<file path="src/rtl/dqs_tx_pkg.sv">
`default_nettype none
// ============================================================================
//  Module      : dqs_tx_pkg
//  Description : Shared types and constants for the write-DQS burst
//                generator. It holds the FSM state encoding, the per-state
//                slot words (TX strobe bits and OE bits), the slot geometry,
//                and a helper that maps a state to its slot word.
//  Revision    : 1.0 - initial release
// ============================================================================
package dqs_tx_pkg;

    localparam int SLOTS_PER_CYCLE = 4;
    localparam int BITS_PER_SLOT   = 2;
    localparam int TX_W            = SLOTS_PER_CYCLE * BITS_PER_SLOT;

    typedef enum logic [1:0] {
        ST_IDLE  = 2'd0,
        ST_PRE   = 2'd1,
        ST_BURST = 2'd2,
        ST_POST  = 2'd3
    } state_t;

    typedef struct packed {
        logic [TX_W-1:0]            tx;
        logic [SLOTS_PER_CYCLE-1:0] oe;
    } slot_word_t;

    // Slot words are listed with bit0 first in time. Each tCK slot holds
    // two strobe bits.
    localparam logic [TX_W-1:0]            IDLE_TX  = 8'h00;
    localparam logic [SLOTS_PER_CYCLE-1:0] IDLE_OE  = 4'h0;
    // The 1 tCK preamble drives the last slot low.
    localparam logic [TX_W-1:0]            PRE1_TX  = 8'h00;
    localparam logic [SLOTS_PER_CYCLE-1:0] PRE1_OE  = 4'b1000;
    // The 2 tCK preamble has a toggle in slot 2 and a low level in slot 3.
    localparam logic [TX_W-1:0]            PRE2_TX  = 8'h10;
    localparam logic [SLOTS_PER_CYCLE-1:0] PRE2_OE  = 4'b1100;
    // During a burst, DQS_t is high in the first half of every tCK.
    localparam logic [TX_W-1:0]            BURST_TX = 8'h55;
    localparam logic [SLOTS_PER_CYCLE-1:0] BURST_OE = 4'hF;
    // The postamble is one tCK low, placed in the first slot.
    localparam logic [TX_W-1:0]            POST_TX  = 8'h00;
    localparam logic [SLOTS_PER_CYCLE-1:0] POST_OE  = 4'b0001;

    function automatic slot_word_t word_for_state(input state_t st,
                                                  input logic   pre_2t);
        slot_word_t w;
        w.tx = IDLE_TX;
        w.oe = IDLE_OE;
        case (st)
            ST_PRE: begin
                w.tx = pre_2t ? PRE2_TX : PRE1_TX;
                w.oe = pre_2t ? PRE2_OE : PRE1_OE;
            end
            ST_BURST: begin
                w.tx = BURST_TX;
                w.oe = BURST_OE;
            end
            ST_POST: begin
                w.tx = POST_TX;
                w.oe = POST_OE;
            end
            default: begin
                w.tx = IDLE_TX;
                w.oe = IDLE_OE;
            end
        endcase
        return w;
    endfunction

endpackage
`default_nettype wire

</file>
<file path="src/rtl/dqs_tx_phase_shift.sv">
`default_nettype none
// ============================================================================
//  Module      : dqs_tx_phase_shift
//  Description : Places the internal slot word at a tCK slot offset within
//                the fabric cycle. Output slot k takes internal slot k-p of
//                the current word when k >= p. Otherwise it takes slot
//                k-p+4 of the previous word, which arrives through the carry
//                input. The result is registered.
//  Ports       : clk, rst (async, active-high)
//                i_cur_tx/i_cur_oe     - current internal slot word
//                i_carry_tx/i_carry_oe - previous cycle's internal slot word
//                i_phase               - latched slot offset (0-3)
//                o_tx_data/o_oe_data   - registered shifted word
//  Revision    : 1.0 - initial release
// ============================================================================
module dqs_tx_phase_shift
    import dqs_tx_pkg::*;
(
    input  logic                       clk,
    input  logic                       rst,
    input  logic [TX_W-1:0]            i_cur_tx,
    input  logic [SLOTS_PER_CYCLE-1:0] i_cur_oe,
    input  logic [TX_W-1:0]            i_carry_tx,
    input  logic [SLOTS_PER_CYCLE-1:0] i_carry_oe,
    input  logic [1:0]                 i_phase,
    output logic [TX_W-1:0]            o_tx_data,
    output logic [SLOTS_PER_CYCLE-1:0] o_oe_data
);

    // The carry word sits in slots 0-3 and the current word sits in slots
    // 4-7. Output slot k is then concatenated slot k+4-p, so a right shift
    // by (4-p) slots selects the whole output window at once.
    logic [2:0]                   w_shift_slots;
    logic [2*TX_W-1:0]            w_cat_tx;
    logic [2*SLOTS_PER_CYCLE-1:0] w_cat_oe;
    logic [2*TX_W-1:0]            w_sh_tx;
    logic [2*SLOTS_PER_CYCLE-1:0] w_sh_oe;

    always_comb begin
        w_shift_slots = 3'd4 - {1'b0, i_phase};
        w_cat_tx      = {i_cur_tx, i_carry_tx};
        w_cat_oe      = {i_cur_oe, i_carry_oe};
        w_sh_tx       = w_cat_tx >> {w_shift_slots, 1'b0};
        w_sh_oe       = w_cat_oe >> w_shift_slots;
    end

    always_ff @(posedge clk or posedge rst) begin
        if (rst) begin
            o_tx_data <= '0;
            o_oe_data <= '0;
        end else begin
            o_tx_data <= w_sh_tx[TX_W-1:0];
            o_oe_data <= w_sh_oe[SLOTS_PER_CYCLE-1:0];
        end
    end

endmodule
`default_nettype wire

</file>
<file path="src/rtl/dqs_tx_burst_gen.sv">
`default_nettype none
// ============================================================================
//  Module      : dqs_tx_burst_gen
//  Description : Write-DQS strobe generator for one DDR4 byte lane. It emits
//                an 8-bit TX word and a 4-bit OE word per fabric cycle for
//                the DQS IOD. The sequence is preamble, BL8 toggle burst,
//                postamble, then tri-state. Placement is sub-cycle (tCK
//                slot offset), and back-to-back bursts are seamless.
//  Ports       : FAB_CLK  - fabric clock (one cycle = 4 tCK)
//                ARST     - async active-high reset
//                WR_REQ   - single-cycle write-burst request
//                WR_PHASE - tCK slot offset, sampled with WR_REQ
//                TX_DATA  - strobe bits, bit0 first in time
//                OE_DATA  - per-slot output enable, bit0 first in time
//                BUSY     - burst in progress or OE still spilling
//                ERR      - one-cycle pulse for an illegal request
//  Revision    : 1.0 - initial release
// ============================================================================
module dqs_tx_burst_gen
    import dqs_tx_pkg::*;
#(
    parameter bit PREAMBLE_2T = 1'b0
) (
    input  logic       FAB_CLK,
    input  logic       ARST,
    input  logic       WR_REQ,
    input  logic [1:0] WR_PHASE,
    output logic [7:0] TX_DATA,
    output logic [3:0] OE_DATA,
    output logic       BUSY,
    output logic       ERR
);

    state_t                     r_state;
    state_t                     w_next_state;
    logic [1:0]                 r_phase;
    logic [TX_W-1:0]            r_carry_tx;
    logic [SLOTS_PER_CYCLE-1:0] r_carry_oe;
    logic                       r_err;
    logic                       w_latch_phase;
    logic                       w_err;
    slot_word_t                 w_word;

    // Next-state logic and request legality.
    always_comb begin
        w_next_state  = r_state;
        w_latch_phase = 1'b0;
        w_err         = 1'b0;
        case (r_state)
            ST_IDLE: begin
                if (WR_REQ) begin
                    w_next_state  = ST_PRE;
                    w_latch_phase = 1'b1;
                end
            end
            ST_PRE: begin
                // The preamble cannot be restarted or extended.
                w_next_state = ST_BURST;
                w_err        = WR_REQ;
            end
            ST_BURST: begin
                if (WR_REQ) begin
                    // A seamless burst keeps the running phase. A different
                    // phase cannot be honored without a gap.
                    w_next_state = ST_BURST;
                    w_err        = (WR_PHASE != r_phase);
                end else begin
                    w_next_state = ST_POST;
                end
            end
            ST_POST: begin
                if (WR_REQ) begin
                    w_next_state  = ST_PRE;
                    w_latch_phase = 1'b1;
                end else begin
                    w_next_state = ST_IDLE;
                end
            end
            default: begin
                w_next_state = ST_IDLE;
            end
        endcase
    end

    always_comb begin
        w_word = word_for_state(r_state, PREAMBLE_2T);
    end

    always_ff @(posedge FAB_CLK or posedge ARST) begin
        if (ARST) begin
            r_state    <= ST_IDLE;
            r_phase    <= 2'd0;
            r_carry_tx <= '0;
            r_carry_oe <= '0;
            r_err      <= 1'b0;
        end else begin
            r_state    <= w_next_state;
            r_carry_tx <= w_word.tx;
            r_carry_oe <= w_word.oe;
            r_err      <= w_err;
            if (w_latch_phase) begin
                r_phase <= WR_PHASE;
            end
        end
    end

    dqs_tx_phase_shift u_shift (
        .clk        (FAB_CLK),
        .rst        (ARST),
        .i_cur_tx   (w_word.tx),
        .i_cur_oe   (w_word.oe),
        .i_carry_tx (r_carry_tx),
        .i_carry_oe (r_carry_oe),
        .i_phase    (r_phase),
        .o_tx_data  (TX_DATA),
        .o_oe_data  (OE_DATA)
    );

    // BUSY covers the cycle after POST. In that cycle the carry may still
    // hold enabled slots that spill into the output.
    assign BUSY = (r_state != ST_IDLE) || (r_carry_oe != '0);
    assign ERR  = r_err;

endmodule
`default_nettype wire

</file>
<file path="config.mk">
export PLATFORM = sky130hd
export DESIGN_NAME = dqs_tx_burst_gen
export DESIGN_NICKNAME = d
export VERILOG_FILES = /design/src/rtl/dqs_tx_pkg.sv /design/src/rtl/dqs_tx_phase_shift.sv /design/src/rtl/dqs_tx_burst_gen.sv
export SDC_FILE = /design/constraint.sdc
export NUM_CORES = 1
export LEC_CHECK = 0
export CAP_MARGIN = 20
export CORE_UTILIZATION = 51
export DETAILED_ROUTE_END_ITERATION = 10
export PLACE_DENSITY = 0.86
export SLEW_MARGIN = 25
export SYNTH_ARGS = -nofsm -noshare
export SYNTH_HDL_FRONTEND = slang
export SYNTH_SLANG_ARGS = --single-unit
</file>
<file path="constraint.sdc">
create_clock -name FAB_CLK -period 4.86 [get_ports FAB_CLK]
set_input_delay 0.729 -clock FAB_CLK [delete_from_list [all_inputs] [get_ports FAB_CLK]]
set_output_delay 0.729 -clock FAB_CLK [all_outputs]
set_load 0.01 [all_outputs]
</file>
==> results.yml <==
sta:
  hold_viol: 0
  slew_headroom_pct: 63.3
  postLayoutSetupSlackWorst_ns: 2.03
  totalNegativeSetupSlack_ns: 0
  worstMarginPinSlew_ns: 0.549
  clock-skew-final_ns: 0.000438
  timing.fmax_ghz: 0.353
  period_share_pct: 58.2
  rsz0062_at_grt: "no"
  drv_slew: 0
  min_period_ns: 2.83
  report.final.setup_viol: 0
clock_tree:
  clockBufferDepth: 2
  clkLatencyLatePin_ns: 0.27
  cts_tree: "done"
  postCtsSetupBuffers: 0
  clkSinkCount: 15
  post_cts_hold_buffer_count: 0
  cts.clk_slew.worst_paths_ns: 0.09
  h_tree_levels: 1
  clock_tree.root_cell: "clkbuf_4"
  tritoncts.num_buffers: 3
  post_cts.resized_instances: 0
pwr:
  design_power_total_mw: 0.705
  power_switching_mw: 0.284
  comb_power_share_pct: 57.9
  power_frac_seq_pct: 32.4
  static-leakage-power_nw: 0.469
  share_clk_of_total_power_pct: 9.7
  power.switching_fraction_pct: 40.3
  pwr_density_cell_nw_per_um2: 714
  vdd_drop_max_v: 0.000406
  internal_power_mw: 0.421
synthesis:
  synth.ff_latch_count: 15
  synth_enable_flop_cells: 0
  synth.avg_cell_area_um2: 10.3
  yosys.area.top_type: "dfrtp_1"
  synth.yosys.warnings: 0
  synthFlopType: "dfrtp_1"
  synthesis.area_um2: 837
  netlist.area_leader.share_pct: 44.8
  synth_seq_area_share_pct: 44.8
  synthTopCellsByArea: "dfrtp_1 45%, ha_1 10%, buf_4 5.4%, mux2_2 5.4%, mux2i_1 3.6%"
  postSynth.asyncResetShare_pct: 100
  syn_inst: 81
  synth.lib_cells_used.distinct: 28
global_route:
  grt_max_degree: 16
  global_route.usage.total_pct: 17.7
  via_count_of_the_first_global_routing_pass: 540
  global_route_wire_length_before_repair_um: 2380
  grt_antenna_before_repair: 0
  grt_overflow: 0
route:
  detailedRoute.firstIterationViolations: 10
  drc_errors: 0
  drtPass1Iterations: 4
  route.vias.total: 587
  drt_wirelength_um: 1380
  average_detailed_routed_wire_length_per_instance_um: 12.5
  vias_per_cell: 5.29
  postRouteAntennaNets: 0
setup_path:
  arr_time_crit_path_ns: 2.10
  cp.required_ns: 4.13
  timing.critical_path.to_type: "output port"
  setup.reg_to_reg.worst_slack_ns: 3.13
  timing.rr.start: "r_phase[0]$_DFFE_PP0P_"
  cp_max_fo: 4
  setup_cp_type: "flop to output port"
  worstRegToRegCells: 5
  worst_setup_path_start_kind: "flop"
  r2r_end: "u_shift.o_oe_data[0]$_DFF_PP0_"
worst_hold_path:
  whs_path_depth: 2
  worst_hold_path_type: "flop to flop"
  hold_start: "r_phase[1]$_DFFE_PP0P_"
  min_to: "r_phase[1]$_DFFE_PP0P_"
placed_design:
  portBuffers: 14
  dpl.hpwl_um: 1030
  dpl_worst_slack_ns: 2.37
  place_congestion: 0.741
final_layout:
  antenna-diode-count: 0
  area_delta_synth_final_pct: 17.9
  drive_above_1_share_pct: 10.5
  num-nets-final: 108
  nFillCells: 125
run_status:
  run_status: "completed"
floorplan:
  initial_utilization_pct: 54.9
  io_pins: 19
  die_h_um: 42.5
  core_um2: 1520
  fp.dieW_um: 42.5
  placementRows: 14
  fp.dieArea_um2: 1810
job:
  max-cap-violations: 0
## critical path: stages, from the launching register on
cell and delay (ns):
dfrtp_1 0.42, inv_1 0.15, ha_1 0.20, inv_1 0.08
or4_1 0.49, clkdlybuf4s50_1 0.50
## cells in the mapped netlist, drive strengths merged (2+ instances only)
library cell	number
dfrtp	15
inv	8
ha	7
buf	6
o21ai	6
mux2	4
nand2	4
nor2	4
mux2i	3
o31ai	3
and2b	2
nor2b	2
o211ai	2
or2	2
xor2	2
## flip-flops by register name (all words and copies together) (netlist names)
name and cells:
ERR 1, r_carry_oe 2, r_phase 2, r_state 2, u_shift.o_oe_data 4, u_shift.o_tx_data 4
## metrics by stage
step | instances | instance area, um^2 | util [%] | hold slack [ns]
finish | 111 | 987 | 64.8 | 0.601
CTS | 111 | 987 | 64.8 | 0.612
global placement | 107 | 960 | 63.0 | 0.587
floorplan | 84 | 848 | - | 0.550
detailed placement | 107 | 960 | 63.0 | 0.596
global route | 111 | 987 | 64.8 | 0.655
## worst max path at each step
stage | startpoint | slack, ns | to
after floorplan | r_state[0]$_DFFE_PP0P_ | 2.88 | BUSY
after global placement | r_state[0]$_DFFE_PP0P_ | 2.44 | BUSY
after detailed placement | r_state[1]$_DFFE_PP0P_ | 2.37 | BUSY
after CTS | r_state[0]$_DFFE_PP0P_ | 2.02 | BUSY
after global routing | r_state[0]$_DFFE_PP0P_ | 1.95 | BUSY
final | r_state[0]$_DFFE_PP0P_ | 2.03 | BUSY
## kinds of logic after synthesis
family / after synthesis / share of synthesized area, %
and+or+nand+nor: 20 / 13.3
other: 1 / 0.448
muxes: 7 / 8.97
buffers and inverters: 15 / 9.42
xor gates and xnor gates: 2 / 2.09
DFF: 15 / 44.8
AOI/OAI and AO/OA: 14 / 10.5
adders and majority gates: 7 / 10.5
## layout by cell type (no fill, tap or decap), types with 2 or more instances in the layout
cell             netlist  final
clkbuf_4               0      3
clkdlybuf4s50_1        0     14
conb_1                 1      4
dfrtp_1               15     15
ha_1                   7      7
inv_1                  8      8
mux2_2                 4      4
mux2i_1                3      3
nand2_1                4      4
nor2_1                 4      4
nor2b_1                2      2
o211ai_1               2      2
o21ai_0                6      6
o31ai_1                3      3
xor2_1                 2      2
## layer usage
layer,vias to the layer above,global-route usage (%),share of wire (%)
li1,296,-,-
met1,273,19.3,43
met2,16,33.2,53
met3,2,2.59,2.6
met4,0,7.50,0.80
met5,-,0,0
## power groups by stage
| stage | sequential (mW) | combinational, mW | clock (mW) |
|---|---|---|---|
| after detailed placement | 0.230 | 0.408 | 0 |
| after global routing | 0.235 | 0.454 | 0.0799 |
| after global placement | 0.227 | 0.396 | 0 |
| after floorplan | 0.231 | 0.285 | 0 |
| final | 0.228 | 0.408 | 0.0682 |
| after CTS | 0.229 | 0.410 | 0.0728 |
## layout make-up
type,instances,area (um^2),area share [%]
Clock buffer,3,22.5,2.28
Clock inverter,1,5.00,0.507
Inverter,8,30.0,3.04
Multi-Input combinational cell,54,394,39.9
Sequential cell,15,375,38.0
Tap cell,16,20.0,2.03
Timing Repair Buffer,14,140,14.2
Note: power is estimated with default switching activity, not from simulation.
